===== config.mk =====
export PLATFORM = sky130hd
export DESIGN_NAME = fetch_stage
export DESIGN_NICKNAME = d
export VERILOG_FILES = /design/src/rtl/fetch_stage.sv
export SDC_FILE = /design/constraint.sdc
export NUM_CORES = 1
export LEC_CHECK = 0
export ABC_AREA = 0
export ABC_CLOCK_PERIOD_IN_PS = 3700
export CORE_MARGIN = 5
export CORE_UTILIZATION = 45
export CTS_CLUSTER_DIAMETER = 100
export CTS_CLUSTER_SIZE = 16
export DETAILED_ROUTE_END_ITERATION = 10
export DONT_BUFFER_PORTS = 1
export PLACE_DENSITY = 0.74
export SYNTH_ARGS = -nofsm -noshare
export SYNTH_HDL_FRONTEND = slang
export SYNTH_SLANG_ARGS = --single-unit
export TNS_END_PERCENT = 1

===== constraint.sdc =====
create_clock -name clk -period 3.7 [get_ports clk]
set_input_delay 0.74 -clock clk [delete_from_list [all_inputs] [get_ports clk]]
set_output_delay 0.74 -clock clk [all_outputs]
set_load 0.05 [all_outputs]

===== src/rtl/fetch_stage.sv =====
// Instruction fetch: word requests into a halfword queue, 16/32-bit extract to decode.
// Latency: first instruction 3 cycles after reset release or redirect; 1 instr/cycle steady.
// Backpressure: stall freezes outputs and pops; requests continue until queue+in-flight is full.
//
// Ports:
//   clk, rst_n         clock; rst_n is a synchronous reset asserted HIGH (legacy name)
//   imem_req/addr      word-aligned fetch request; imem_rdata returns one cycle later
//   stall              decode cannot accept this cycle
//   branch_taken/target redirect from execute; wins over stall and drain
//   instruction/pc/compflg/instr_valid  registered instruction presented to decode
module fetch_stage #(
   parameter logic [31:0] RESET_PC = 32'h0000_0000,
   parameter int          QDEPTH   = 8
) (
   input  logic        clk,
   input  logic        rst_n,
   output logic        imem_req,
   output logic [31:0] imem_addr,
   input  logic [31:0] imem_rdata,
   input  logic        stall,
   input  logic        branch_taken,
   input  logic [31:0] branch_target,
   output logic [31:0] instruction,
   output logic [31:0] pc,
   output logic        compflg,
   output logic        instr_valid
);

   localparam int PW = $clog2(QDEPTH);
   localparam int CW = PW + 1;

   // The port keeps its historical name but the reset is active-high.
   logic rst;
   assign rst = rst_n;

   logic [15:0]   queue [QDEPTH];
   logic [PW-1:0] rd_ptr;
   logic [PW-1:0] wr_ptr;
   logic [CW-1:0] count;
   logic          inflight;
   logic [31:0]   fetch_addr;
   logic [31:0]   next_pc;
   logic          skip_low;

   logic [CW:0]   occupancy;
   logic          room_ok;
   logic          push_en;
   logic [CW-1:0] push_cnt;
   logic [CW-1:0] pop_cnt;
   logic [15:0]   hw0;
   logic [15:0]   hw1;
   logic          head_comp;
   logic          drain_ok;
   logic          emit_c;
   logic          emit_w;

   // Occupancy counts an outstanding word as two halfwords so the returning
   // response always has room, even if decode stalls indefinitely.
   always_comb begin
      occupancy = (CW+1)'(count) + (CW+1)'({inflight, 1'b0});
      room_ok   = occupancy <= (CW+1)'(QDEPTH - 2);
      imem_req  = !rst && (branch_taken || room_ok);
      imem_addr = branch_taken ? {branch_target[31:2], 2'b00} : fetch_addr;
   end

   // A redirect in the same cycle discards the response belonging to the old path.
   always_comb begin
      push_en  = inflight && !branch_taken;
      push_cnt = '0;
      if (push_en) begin
         push_cnt = skip_low ? CW'(1) : CW'(2);
      end
   end

   always_comb begin
      hw0       = queue[rd_ptr];
      hw1       = queue[rd_ptr + PW'(1)];
      head_comp = hw0[1:0] != 2'b11;
      drain_ok  = !stall && !branch_taken;
      emit_c    = drain_ok && head_comp && (count != '0);
      emit_w    = drain_ok && !head_comp && (count >= CW'(2));
      pop_cnt   = '0;
      if (emit_c) begin
         pop_cnt = CW'(1);
      end else if (emit_w) begin
         pop_cnt = CW'(2);
      end
   end

   // Halfword storage; validity is tracked only by the pointers and count.
   always_ff @(posedge clk) begin
      if (!rst && push_en) begin
         if (skip_low) begin
            queue[wr_ptr] <= imem_rdata[31:16];
         end else begin
            queue[wr_ptr]           <= imem_rdata[15:0];
            queue[wr_ptr + PW'(1)]  <= imem_rdata[31:16];
         end
      end
   end

   always_ff @(posedge clk) begin
      if (rst) begin
         rd_ptr      <= '0;
         wr_ptr      <= '0;
         count       <= '0;
         inflight    <= 1'b0;
         fetch_addr  <= {RESET_PC[31:2], 2'b00};
         next_pc     <= RESET_PC;
         skip_low    <= RESET_PC[1];
         instruction <= '0;
         pc          <= '0;
         compflg     <= 1'b0;
         instr_valid <= 1'b0;
      end else begin
         inflight <= imem_req;
         if (branch_taken) begin
            rd_ptr      <= '0;
            wr_ptr      <= '0;
            count       <= '0;
            fetch_addr  <= {branch_target[31:2], 2'b00} + 32'd4;
            next_pc     <= branch_target & ~32'h1;
            // Target in the upper half of a word: its low halfword is not on the path.
            skip_low    <= branch_target[1];
            instr_valid <= 1'b0;
         end else begin
            if (imem_req) begin
               fetch_addr <= fetch_addr + 32'd4;
            end
            if (push_en) begin
               skip_low <= 1'b0;
            end
            wr_ptr <= wr_ptr + push_cnt[PW-1:0];
            rd_ptr <= rd_ptr + pop_cnt[PW-1:0];
            count  <= count + push_cnt - pop_cnt;
            if (!stall) begin
               if (emit_c) begin
                  instruction <= {16'h0000, hw0};
                  pc          <= next_pc;
                  compflg     <= 1'b1;
                  instr_valid <= 1'b1;
                  next_pc     <= next_pc + 32'd2;
               end else if (emit_w) begin
                  instruction <= {hw1, hw0};
                  pc          <= next_pc;
                  compflg     <= 1'b0;
                  instr_valid <= 1'b1;
                  next_pc     <= next_pc + 32'd4;
               end else begin
                  // Nothing complete to hand over (e.g. second half of a 32-bit
                  // instruction still in flight): keep fields, drop valid.
                  instr_valid <= 1'b0;
               end
            end
         end
      end
   end

endmodule

; Word-level counts from Yosys, hierarchy flattened
; Memories as Yosys holds them, arrays and structs flattened. A register that Yosys moved wholly into a read port is not among the register bits.
; Index checks and enable logic that the tools add are counted.
; W data, S select, Z words.
[op_classes]
n_addsub = 11
multipliers = 0
div = 0
magnitude_cmp = 2
n_eq_ne = 2
shifts = 0
mux = 29
bitwise = 3
n_reduce_logical = 22
[ops]
columns = op, n
row1 = $mux W32, 11
row2 = $add A32 B3 Y32 const B, 3
row3 = $add A32 B2 Y32 const B, 1
row4 = $mux W16, 1
row5 = $mux W1, 12
row6 = $logic_and A1 B1 Y1, 8
row7 = $mux W2, 4
row8 = $add A3 B1 Y3 const B, 2
row9 = $add A3 B3 Y3, 2
row10 = $reduce_bool A2 Y1, 3
row11 = $add A4 B2 Y5, 1
row12 = $le A5 B3 Y1 const B, 1
row13 = $add A4 B4 Y4, 1
row14 = $ge A4 B2 Y1 const B, 1
row15 = $logic_not A1 Y1, 4
row16 = $reduce_and A2 Y1, 2
row17 = $reduce_bool A4 Y1, 1
row18 = $sub A4 B4 Y4, 1
row19 = $mux W3, 1
row20 = $reduce_and A3 Y1, 1
row21 = $reduce_bool A3 Y1, 1
row22 = $ne A2 B1 Y1 const B, 1
row23 = $ne A2 B2 Y1 const B, 1
row24 = $not A1 Y1, 2
row25 = 3 further kinds, 3
[word_totals]
regBits = 142
latch_bits = 0
ramBits = 128
rom_bits = 0
inputBits = 68
out_inout_bits = 99
wordCells = 82
memories = 1
[memory_table]
columns = name, words, width, read_ports, rd_ports_with_merged_regs, wr, line_no
row1 = queue, 8, 16, 2, 1, 2, 36  ; logic [15:0] queue [QDEPTH];

; Depth between registers and ports, before layout
[logic_depth]
word_depth = 8
depth_mapped = 15
ltp_nobuf = 13

; Worst setup path before layout
; No wires, ideal clock.
[synth_path]
path_kind = input to register
start = input port branch_taken
end = register fetch_addr[22]
setup_ps = 86
arrival_ps = 4370
required_ps = 3614
slack_ps = -756
cell_stages = 14
n_path_buf = 6
cell_sequence = buf_2 > buf_1 > clkbuf_1 > clkbuf_1 > clkbuf_1 > o21ai_0 > ha_1 > inv_1 > a21oi_1 > and4_1 > buf_2 > nand3_1 > xor2_1 > a211oi_1
[synth_via]
elab_chain_cells = 3
[synth_rtl]
columns = item, line_no
row1 = start: declaration, 21  ; input logic branch_taken,
row2 = $logic_or A1 B1 Y1, 62  ; imem_req = !rst && (branch_taken || room_ok);
row3 = $logic_and A1 B1 Y1, 62
row4 = $reduce_bool A2 Y1 (no line), --
row5 = end signal: assignment, 108  ; fetch_addr <= {RESET_PC[31:2], 2'b00};
row6 = end signal: assignment, 121  ; fetch_addr <= {branch_target[31:2], 2'b00} + 32'd4;
row7 = end signal: assignment, 128  ; fetch_addr <= fetch_addr + 32'd4;
row8 = end: declaration, 41  ; logic [31:0] fetch_addr;
; Several ways; a longest one is shown, not always the timed one.
; A chain may end at the register's enable or synchronous reset.

; Worst setup path after layout
[layout_path]
start = register count[2]
end = register count[3]
[layout_via]
elab_chain_cells = 5
[layout_rtl]
columns = item, line_no
row1 = start: declaration, 39  ; logic [CW-1:0] count;
row2 = start signal: assignment, 135  ; count <= count + push_cnt - pop_cnt;
row3 = $ge A4 B2 Y1, 81  ; emit_w = drain_ok && !head_comp && (count >= CW'(2));
row4 = $logic_and A1 B1 Y1, 81
row5 = $mux W2, 85  ; end else if (emit_w) begin
row6 = $mux W2, 83  ; if (emit_c) begin
row7 = $sub A4 B4 Y4 (*), 135
; Every way passes the cells marked *; elsewhere a longest branch is shown, timed or not.

==> impl_results.md <==
- Status: completed
- Clock latency on the worst-skew pair: 520 ps
- Critical path peak fanout: 4
- Reg2reg end: count[3]
- Power per cell area: 417.2 nW/um^2
- Number of cell rows: 65
- Worst r2r path cells: 12
- Die footprint: 35540 um^2
- DRT antenna net count: 0
- Slew @ Worst Pin: 1024 ps
- Min-Delay Path Class: in2reg
- Register area share after synthesis: 46.07%
- Number of synthesized flops with an enable pin: 128
- Via density: 6.297
- Nets: 1495
- Synthesized flop and latch total: 266
- Chip width: 188.5 um
- Post-Syn Instances: 1445
- Crit. End Element: register
- Slew Viols, Final: 0
- Routed WL: 40460 um
- Area growth from synthesis to layout: 7.434%
- Crit path required time: 4110 ps
- Root Driver: clkbuf_16
- Max_slew headroom: 31.35%
- Dpl hpwl: 28490 um
- Dpl cell area: 14840 um^2
- Clock Sinks: 266
- Routed wire per std cell: 22.24 um
- Biggest area consumer among synthesized cells: edfxtp_1
- Vias: 11460
- Hold Buf Count CTS: 0
- Core area: 31470 um^2
- TritonCTS Buffers: 20
- Top Ports: 167
- Ant diodes: 0
- Final Wtd Congestion: 0.9362
- CTS resizes: 0
- Maxcap violations: 0
- Worst reg2reg startpoint: count[2]
- CP startpoint kind: register
- Port bufs: 0
- DR pass1 iterations: 5
- CTS tree: built
- Worst hold endpoint: fetch_addr[21]
- Setup TNS: 0 ps
- Initial Utilization: 45.56%
- Max Clk Rate: 0.3123 GHz
- 1st-iter DRT viols: 1103
- YS warnings: 0
- Top cell type's share of synthesized area: 26.80%
- Design area: 15410 um^2
- Total global routing overflow: 0
- Vias in the first global route: 10910
- Hold Vio Cnt, Final: 0
- Fraction of layout cells with a size suffix above 1: 12.70%
- Final Util: 48.95%
- CTS H-tree lvls: 1
- Gr usage total: 21.97%
- Residual DRC count: 0
- Count leader, synth: nor2_1
- Async S/R FF share, synth: 0%
- Clock-pin transition on the worst setup and hold timing paths: 80 ps
- Largest net degree at the start of global routing: 107
- Syn_area_per_cell: 9.924 um^2
- Synth top cells by count: nor2_1, a21oi_1, dfxtp_1
- Cell variety after synth: 71
- Most common flop cell mapped by yosys: dfxtp_1
- Worst VDD drop: 0.2642 mV
- Initial antenna violation count: 0
- Synth top area cells: edfxtp_1, dfxtp_1, mux4_2, a21oi_1, nor2_1
- Maximum root-to-sink buffer count: 3
- Die outline height: 188.5 um
- Clock skew: 12.41 ps
- Mapped Area: 14340 um^2
- Fin crit share: 86.55%
- First-pass GRT wire length: 62600 um
- Min Tclk post-route: 3202 ps
- Final Setup Violations: 0
- Worst hold path depth: 1
- Post-CTS Repair Setup Buffers: 0
- Worst setup path class: reg2reg
- Worst Hold Launch: rst_n
- Arr. time, crit path: 3610 ps
- RSZ-0062 raised after global routing: no
- Reg2Reg Setup Slack: 500 ps
- P_leak: 5.195 nW
==> how the worst max path moves through the flow <==
stage                  from              to  slack [ps]  cells past startpoint
5_1_grt           rd_ptr[2]        count[3]         350                     10
4_1_cts           rd_ptr[2]        count[3]         520                     10
3_5_place_dp      rd_ptr[2]        count[3]         560                     10
6_report           count[2]        count[3]         500                     12
2_1_floorplan  branch_taken  fetch_addr[22]           1                     15
3_3_place_gp      rd_ptr[2]        count[3]         620                     10
==> where the power goes <==
part / internal (mW) / leakage [nW] / switching, mW / total [mW]
Combinational: 0.320 / 2.63 / 0.571 / 0.891
Clock: 1.04 / 0.277 / 1.03 / 2.07
Sequential: 3.21 / 2.28 / 0.252 / 3.47
==> cell families (layout without fill, tap and decap cells) <==
group           after synthesis  after routing  share of synthesized area [%]
fa+ha+maj                    20             20                          1.954
other cells                   1              3                        0.02615
flops                       266            266                          46.07
simple gates                474            474                          14.68
xor+xnor                     40             40                          2.443
buf+inv                     164            134                          4.651
mux                         145            145                          15.90
compound gates              335            335                          14.27
==> cells in the final DEF (no fill, tap or decap), drive strengths merged, types with 13 or more instances in the layout <==
cell    count
inv        45
nand3      38
clkbuf     30
and3       15
xnor2      24
ha         16
nor2      207
mux4       64
buf        55
mux2i      68
o21ai      24
a21oi     190
nand4      14
nand2     130
a211oi     46
edfxtp    128
nor3       16
xor2       16
dfxtp     138
mux2       13
==> routing by layer <==
metal	vias up	track usage, %	part of all wire [%]	wire (um)
li1	5199	-	-	-
met1	5575	27.91	38	15510
met2	564	35.96	47	18910
met3	117	5.558	10	4207
met4	0	9.165	4.5	1829
met5	-	0	0	0
==> flip-flops by register name, indices dropped and copies added (netlist names) <==
| name | flops |
|---|---|
| compflg | 1 |
| count | 4 |
| fetch_addr | 30 |
| inflight | 1 |
| instr_valid | 1 |
| instruction | 32 |
| next_pc | 31 |
| pc | 31 |
| queue | 128 |
| rd_ptr | 3 |
| skip_low | 1 |
| wr_ptr | 3 |
==> per-stage QoR <==
step / setup WS [ps] / hold WS (ps) / power (mW) / cells
floorplan: 1.029 / 422.5 / 4.236 / 1447
global placement: 616.9 / 431.8 / 4.384 / 1787
detailed placement: 557.2 / 441.3 / 4.414 / 1787
CTS: 521.7 / 269.7 / 6.452 / 1819
global route: 345.5 / 264.7 / 6.664 / 1819
finish: 497.7 / 280.8 / 6.427 / 1819
==> cell type report <==
| cell class | count | area, um^2 |
|---|---|---|
| Tap cell | 402 | 503.0 |
| Multi-Input combinational cell | 1017 | 7108 |
| Timing Repair Buffer | 55 | 437.9 |
| Clock inverter | 2 | 10.01 |
| Sequential cell | 266 | 6611 |
| Fill cell | 2782 | 16070 |
| Clock buffer | 30 | 559.3 |
| Inverter | 47 | 176.4 |
==> worst max-delay path: stages, from the launching register on <==
cell	delay (ps)
dfxtp_1	390
inv_1	110
ha_1	220
a21bo_2	220
o21ai_0	600
nor3_2	100
inv_1	170
fa_1	470
ha_1	310
a21o_1	160
a21oi_1	160
xnor2_1	140
nor2_1	50
Power figures use the tool's default switching activity.
==> RTL edit 1: new RTL, config.mk and constraints unchanged <==
`QDEPTH`: 8 -> 16.
--- a/src/rtl/fetch_stage.sv
+++ b/src/rtl/fetch_stage.sv
@@ -10,7 +10,7 @@
 //   instruction/pc/compflg/instr_valid  registered instruction presented to decode
 module fetch_stage #(
    parameter logic [31:0] RESET_PC = 32'h0000_0000,
-   parameter int          QDEPTH   = 8
+   parameter int          QDEPTH   = 16
 ) (
    input  logic        clk,
    input  logic        rst_n,
Function: same outputs for any inputs over 4 cycles, from zero or initial values and one cycle with rst_n high; that may be too few to reach the edited logic, so the function may still have changed.
==> RTL edit 1 against the original RTL <==
Setup slack lost 0.34 ns; area after synthesis grew 52%; sequential power rose by 47%; synthesized cell count rose by 43%; critical path type is now reg2out; wire length is 68% higher; power is 46% higher; cell area grew 52%; sequential cell count grew 131.
==> RTL edit 1: results (changes against the original RTL) <==
status completed; drt pass-1 iters 6 (+1); clock skew 0.0109 ns (-0.00147 ns); synth cell count leaders 357 x a21oi_1, 326 x nor2_1, 256 x edfxtp_1, 224 x nand2_1, 157 x mux4_2; vias per inst 6.61 (+5.0%); Most used DFF post-synth edfxtp_1; Nets 2,088 (+40%); Largest register FFs 256 (+100%); Lkg Pwr 7.68 nW (+48%); share of cells above drive strength 1 0.160 (+0.0332); Crit Path Max Fanout 7 (+3); VDD IR max 0.335 mV (+27%); dpl cell area 22,600 um2 (+52%); CTS Buf Count 28 (+40%); WL/cell 25.9 um (+17%); IO Port Bufs 0 (unchanged); R2R Path Start rd_ptr[0]$_SDFF_PP0_; GP Congestion 0.893 (-4.7%); first-pass GRT wire length 102 mm (+62%); maximum number of pins on one net before global-route repair 111 (+3.7%); DR iter-0 viols 2,533 (+130%); Setup crit start inflight$_SDFF_PP0_; Post-synth EDFFs 256 (+100%); Area contributors post-synth edfxtp_1 35%, mux4_2 16%, dfxtp_1 13%, a21oi_1 8.2%, nor2_1 5.6%; FILL cells 4,203 (+51%); worst skew pair latency 0.58 ns (+0.06 ns); n_diodes 0 (unchanged); initial antenna violation count 2 (+2); detailed placer's ending HPWL 45.2 mm (+59%); vias in the first global route 16,600 (+52%); Arr. time, crit path 2.80 ns (-0.81 ns); biggest regs queue x256, instruction x32; relative slew slack 0.113 (-0.200); number of unique standard cell types used by synthesis 77 (+8.5%)
==> RTL edit 1: logic make-up after synthesis <==
| family | Yosys count | share of synthesized area |
|---|---|---|
| compound gates | 494 | 0.128 |
| simple gates | 678 | 0.134 |
| mux | 194 | 0.181 |
| buf+inv | 239 | 0.0442 |
| other cells | 1 | 0.000172 |
| xor+xnor | 41 | 0.0165 |
| flops | 397 | 0.482 |
| fa+ha+maj | 23 | 0.0146 |
==> RTL edit 1: critical path, cell delays in order (launching register included) <==
cell and delay, ns:
dfxtp_1 0.40, ha_1 0.24, ha_1 0.21, xor2_1 0.14, nand4_1 0.12, a31oi_2 0.11
nor2_1 1.00
==> RTL edit 1: path summary, 6_finish.rpt <==
path	endpoint	slack [ns]	cells after the start
min	fetch_addr[11]$_SDFFE_PP0P_	0.23	1
max reg2reg	count[3]$_SDFF_PP0_	0.35	12
min reg2reg	fetch_addr[24]$_SDFFE_PP0P_	0.46	2
max	imem_req	0.16	6
==> RTL edit 1: area by class of cell <==
| type | count | area, um2 | share of cell area |
|---|---|---|---|
| Clock inverter | 1 | 5.00 | 0.000214 |
| Inverter | 49 | 184 | 0.00787 |
| Sequential cell | 397 | 10500 | 0.450 |
| Tap cell | 615 | 769 | 0.0329 |
| Timing Repair Buffer | 88 | 736 | 0.0315 |
| Clock buffer | 36 | 752 | 0.0322 |
| Multi-Input combinational cell | 1433 | 10400 | 0.445 |
==> RTL edit 1: per-stage QoR <==
| stage | std cells | power (mW) | setup slack [ns] | util |
|---|---|---|---|---|
| after floorplan | 2069 | 6.23 | 0.0218 | - |
| after global placement | 2582 | 6.48 | 0.419 | 0.473 |
| after detailed placement | 2582 | 6.53 | 0.385 | 0.473 |
| after CTS | 2619 | 9.35 | 0.170 | 0.488 |
| after global routing | 2619 | 9.66 | 0.0684 | 0.488 |
| final | 2619 | 9.35 | 0.161 | 0.488 |
==> RTL edit 1: report_power, final <==
part	switching, mW	internal [mW]
registers	0.258	4.85
clock network	1.49	1.41
logic	0.822	0.525
total	2.57	6.79
==> RTL edit 1: metal layers <==
| layer | vias to the layer above | GRT usage | part of all wire |
|---|---|---|---|
| li1 | 7422 | - | - |
| met1 | 8336 | 0.300 | 0.34 |
| met2 | 1311 | 0.413 | 0.48 |
| met3 | 241 | 0.0674 | 0.13 |
| met4 | 4 | 0.106 | 0.053 |
| met5 | - | 0 | 0.00031 |
==> RTL edit 2: new RTL, same flow settings <==
Made on the original files. Add an input register stage for `branch_target`; this delays it by one clock. The other inputs are not delayed to match.
--- a/src/rtl/fetch_stage.sv
+++ b/src/rtl/fetch_stage.sv
@@ -28,6 +28,12 @@
 
    localparam int PW = $clog2(QDEPTH);
    localparam int CW = PW + 1;
+
+   logic [31:0] branch_target_q;
+
+   always_ff @(posedge clk) begin
+      branch_target_q <= branch_target;
+   end
 
    // The port keeps its historical name but the reset is active-high.
    logic rst;
@@ -60,7 +66,7 @@
       occupancy = (CW+1)'(count) + (CW+1)'({inflight, 1'b0});
       room_ok   = occupancy <= (CW+1)'(QDEPTH - 2);
       imem_req  = !rst && (branch_taken || room_ok);
-      imem_addr = branch_taken ? {branch_target[31:2], 2'b00} : fetch_addr;
+      imem_addr = branch_taken ? {branch_target_q[31:2], 2'b00} : fetch_addr;
    end
 
    // A redirect in the same cycle discards the response belonging to the old path.
@@ -118,10 +124,10 @@
             rd_ptr      <= '0;
             wr_ptr      <= '0;
             count       <= '0;
-            fetch_addr  <= {branch_target[31:2], 2'b00} + 32'd4;
-            next_pc     <= branch_target & ~32'h1;
+            fetch_addr  <= {branch_target_q[31:2], 2'b00} + 32'd4;
+            next_pc     <= branch_target_q & ~32'h1;
             // Target in the upper half of a word: its low halfword is not on the path.
-            skip_low    <= branch_target[1];
+            skip_low    <= branch_target_q[1];
             instr_valid <= 1'b0;
          end else begin
             if (imem_req) begin
Check against the original RTL: not equivalent (a bounded check fails within 4 cycles, from zero or initial values and one cycle with rst_n high).
==> RTL edit 2 against the original RTL <==
Sequential cell count grew 31; cell area grew 5.3%; first-iteration DRC count shrank 5.1%; worst hold slack lost 0.049 ns; final cell count grew 6.2%; maximum frequency grew 4.5%; non-clock buffer count shrank 9; power grew 8.9%; area after synthesis grew 5.7%; count of clock-buffer cells in the layout grew 3; wire length grew 7.1%; global-route usage grew 0.16 points; setup slack gained 0.14 ns; largest power group unchanged.
==> RTL edit 2: results (changes against the original RTL) <==
placed cell count 1,894 (+6.0%); Area contributors post-synth edfxtp_1 25%, dfxtp_1 22%, mux4_2 9.5%, a21oi_1 6.4%, nor2_1 5.1%; dpl cell area 15,600 um2 (+5.1%); maximum number of pins on one net before global-route repair 114 (+6.5%); pre-CTS worst setup slack 0.591 ns (+0.0337 ns); Routed Wire Length 43.3 mm (+7.1%); vias in the first global route 11,400 (+4.0%); VDD IR max 0.346 mV (+31%); Nets 1,558 (+4.2%); worst slew pin tran 1.08 ns (+0.0570 ns); Seq/Total Area, Yosys 0.477 (+0.0163); drt pass-1 iters 6 (+1); delay of the slowest critical-path stage 0.54 ns (-0.06 ns); Arr. time, crit path 3.46 ns (-0.15 ns); status completed; initial antenna violation count 5 (+5); Final ANT Viol Nets 0 (unchanged); DR iter-0 viols 1,047 (-5.1%); Crit Path Max Fanout 10 (+6); Buf+Inv Stages, Crit Path 1 (-1); Syn Inst Count 1,518 (+5.1%); clock skew 0.0283 ns (+0.0159 ns); vias per inst 6.18 (-1.8%); GP Congestion 0.887 (-5.3%); share of cells above drive strength 1 0.120 (-0.00676); GRT Util Overall 0.221 (+0.00161); CTS Buf Count 22 (+10%); Crit path max-delay family multiplexers; clock transition at the registers of the reported paths 0.08 ns (about the same); Lkg Pwr 5.46 nW (+5.1%); worst skew pair latency 0.54 ns (+0.02 ns); WL/cell 22.4 um (+0.80%); synth cell count leaders 206 x nor2_1, 194 x a21oi_1, 169 x dfxtp_1, 155 x nand2_1, 128 x edfxtp_1; detailed placer's ending HPWL 29.5 mm (+3.5%); number of unique standard cell types used by synthesis 78 (+9.9%); first-pass GRT wire length 66.5 mm (+6.3%); Most used DFF post-synth dfxtp_1
## RTL edit 2: cell count changes after synthesis, sizes merged, moves of 6 or more
cell    before  now
a31oi       10   20
nor3        16   22
mux2i       68   44
dfxtp      138  169
a211oi      46   39
o21ai       24   31
clkbuf      73   80
a311oi       3   16
nand2      130  156
xnor2       24   32
## RTL edit 2: worst paths after layout
check,slack (ns),endpoint,cells past startpoint,start
max,0.63,count[3]$_SDFF_PP0_,10,rd_ptr[0]$_SDFF_PP0_
min,0.23,branch_target_q[30]$_DFF_P_,0,branch_target[30]
max reg2reg,0.63,count[3]$_SDFF_PP0_,10,rd_ptr[0]$_SDFF_PP0_
min reg2reg,0.46,fetch_addr[7]$_SDFFE_PP0P_,2,fetch_addr[7]$_SDFFE_PP0P_
## RTL edit 2: cell type report
class | count | area, um2
Antenna cell | 4 | 10.0
Clock buffer | 33 | 613
Clock inverter | 1 | 8.76
Fill cell | 3098 | 17100
Inverter | 43 | 168
Multi-Input combinational cell | 1060 | 7280
Sequential cell | 297 | 7230
Tap cell | 448 | 561
Timing Repair Buffer | 46 | 358
## RTL edit 2: layer usage
layer,track usage,wire length [um],up-vias
li1,-,-,5458
met1,0.273,15700,5739
met2,0.389,21600,640
met3,0.0477,4470,104
met4,0.0679,1580,4
met5,0,26,-
## RTL edit 2: power by group
group	total [mW]	internal (mW)	switching [mW]	leakage, nW
logic	0.881	0.310	0.572	2.62
registers	3.84	3.56	0.278	2.55
clock network	2.28	1.14	1.14	0.299
total	7.00	5.01	1.99	5.46
## RTL edit 2: kinds of logic after synthesis
kind of cell,share of synthesized area
xor+xnor,0.0249
fa+ha+maj,0.0185
mux,0.137
compound gates,0.147
flops,0.477
buf+inv,0.0454
other cells,0.000247
simple gates,0.151
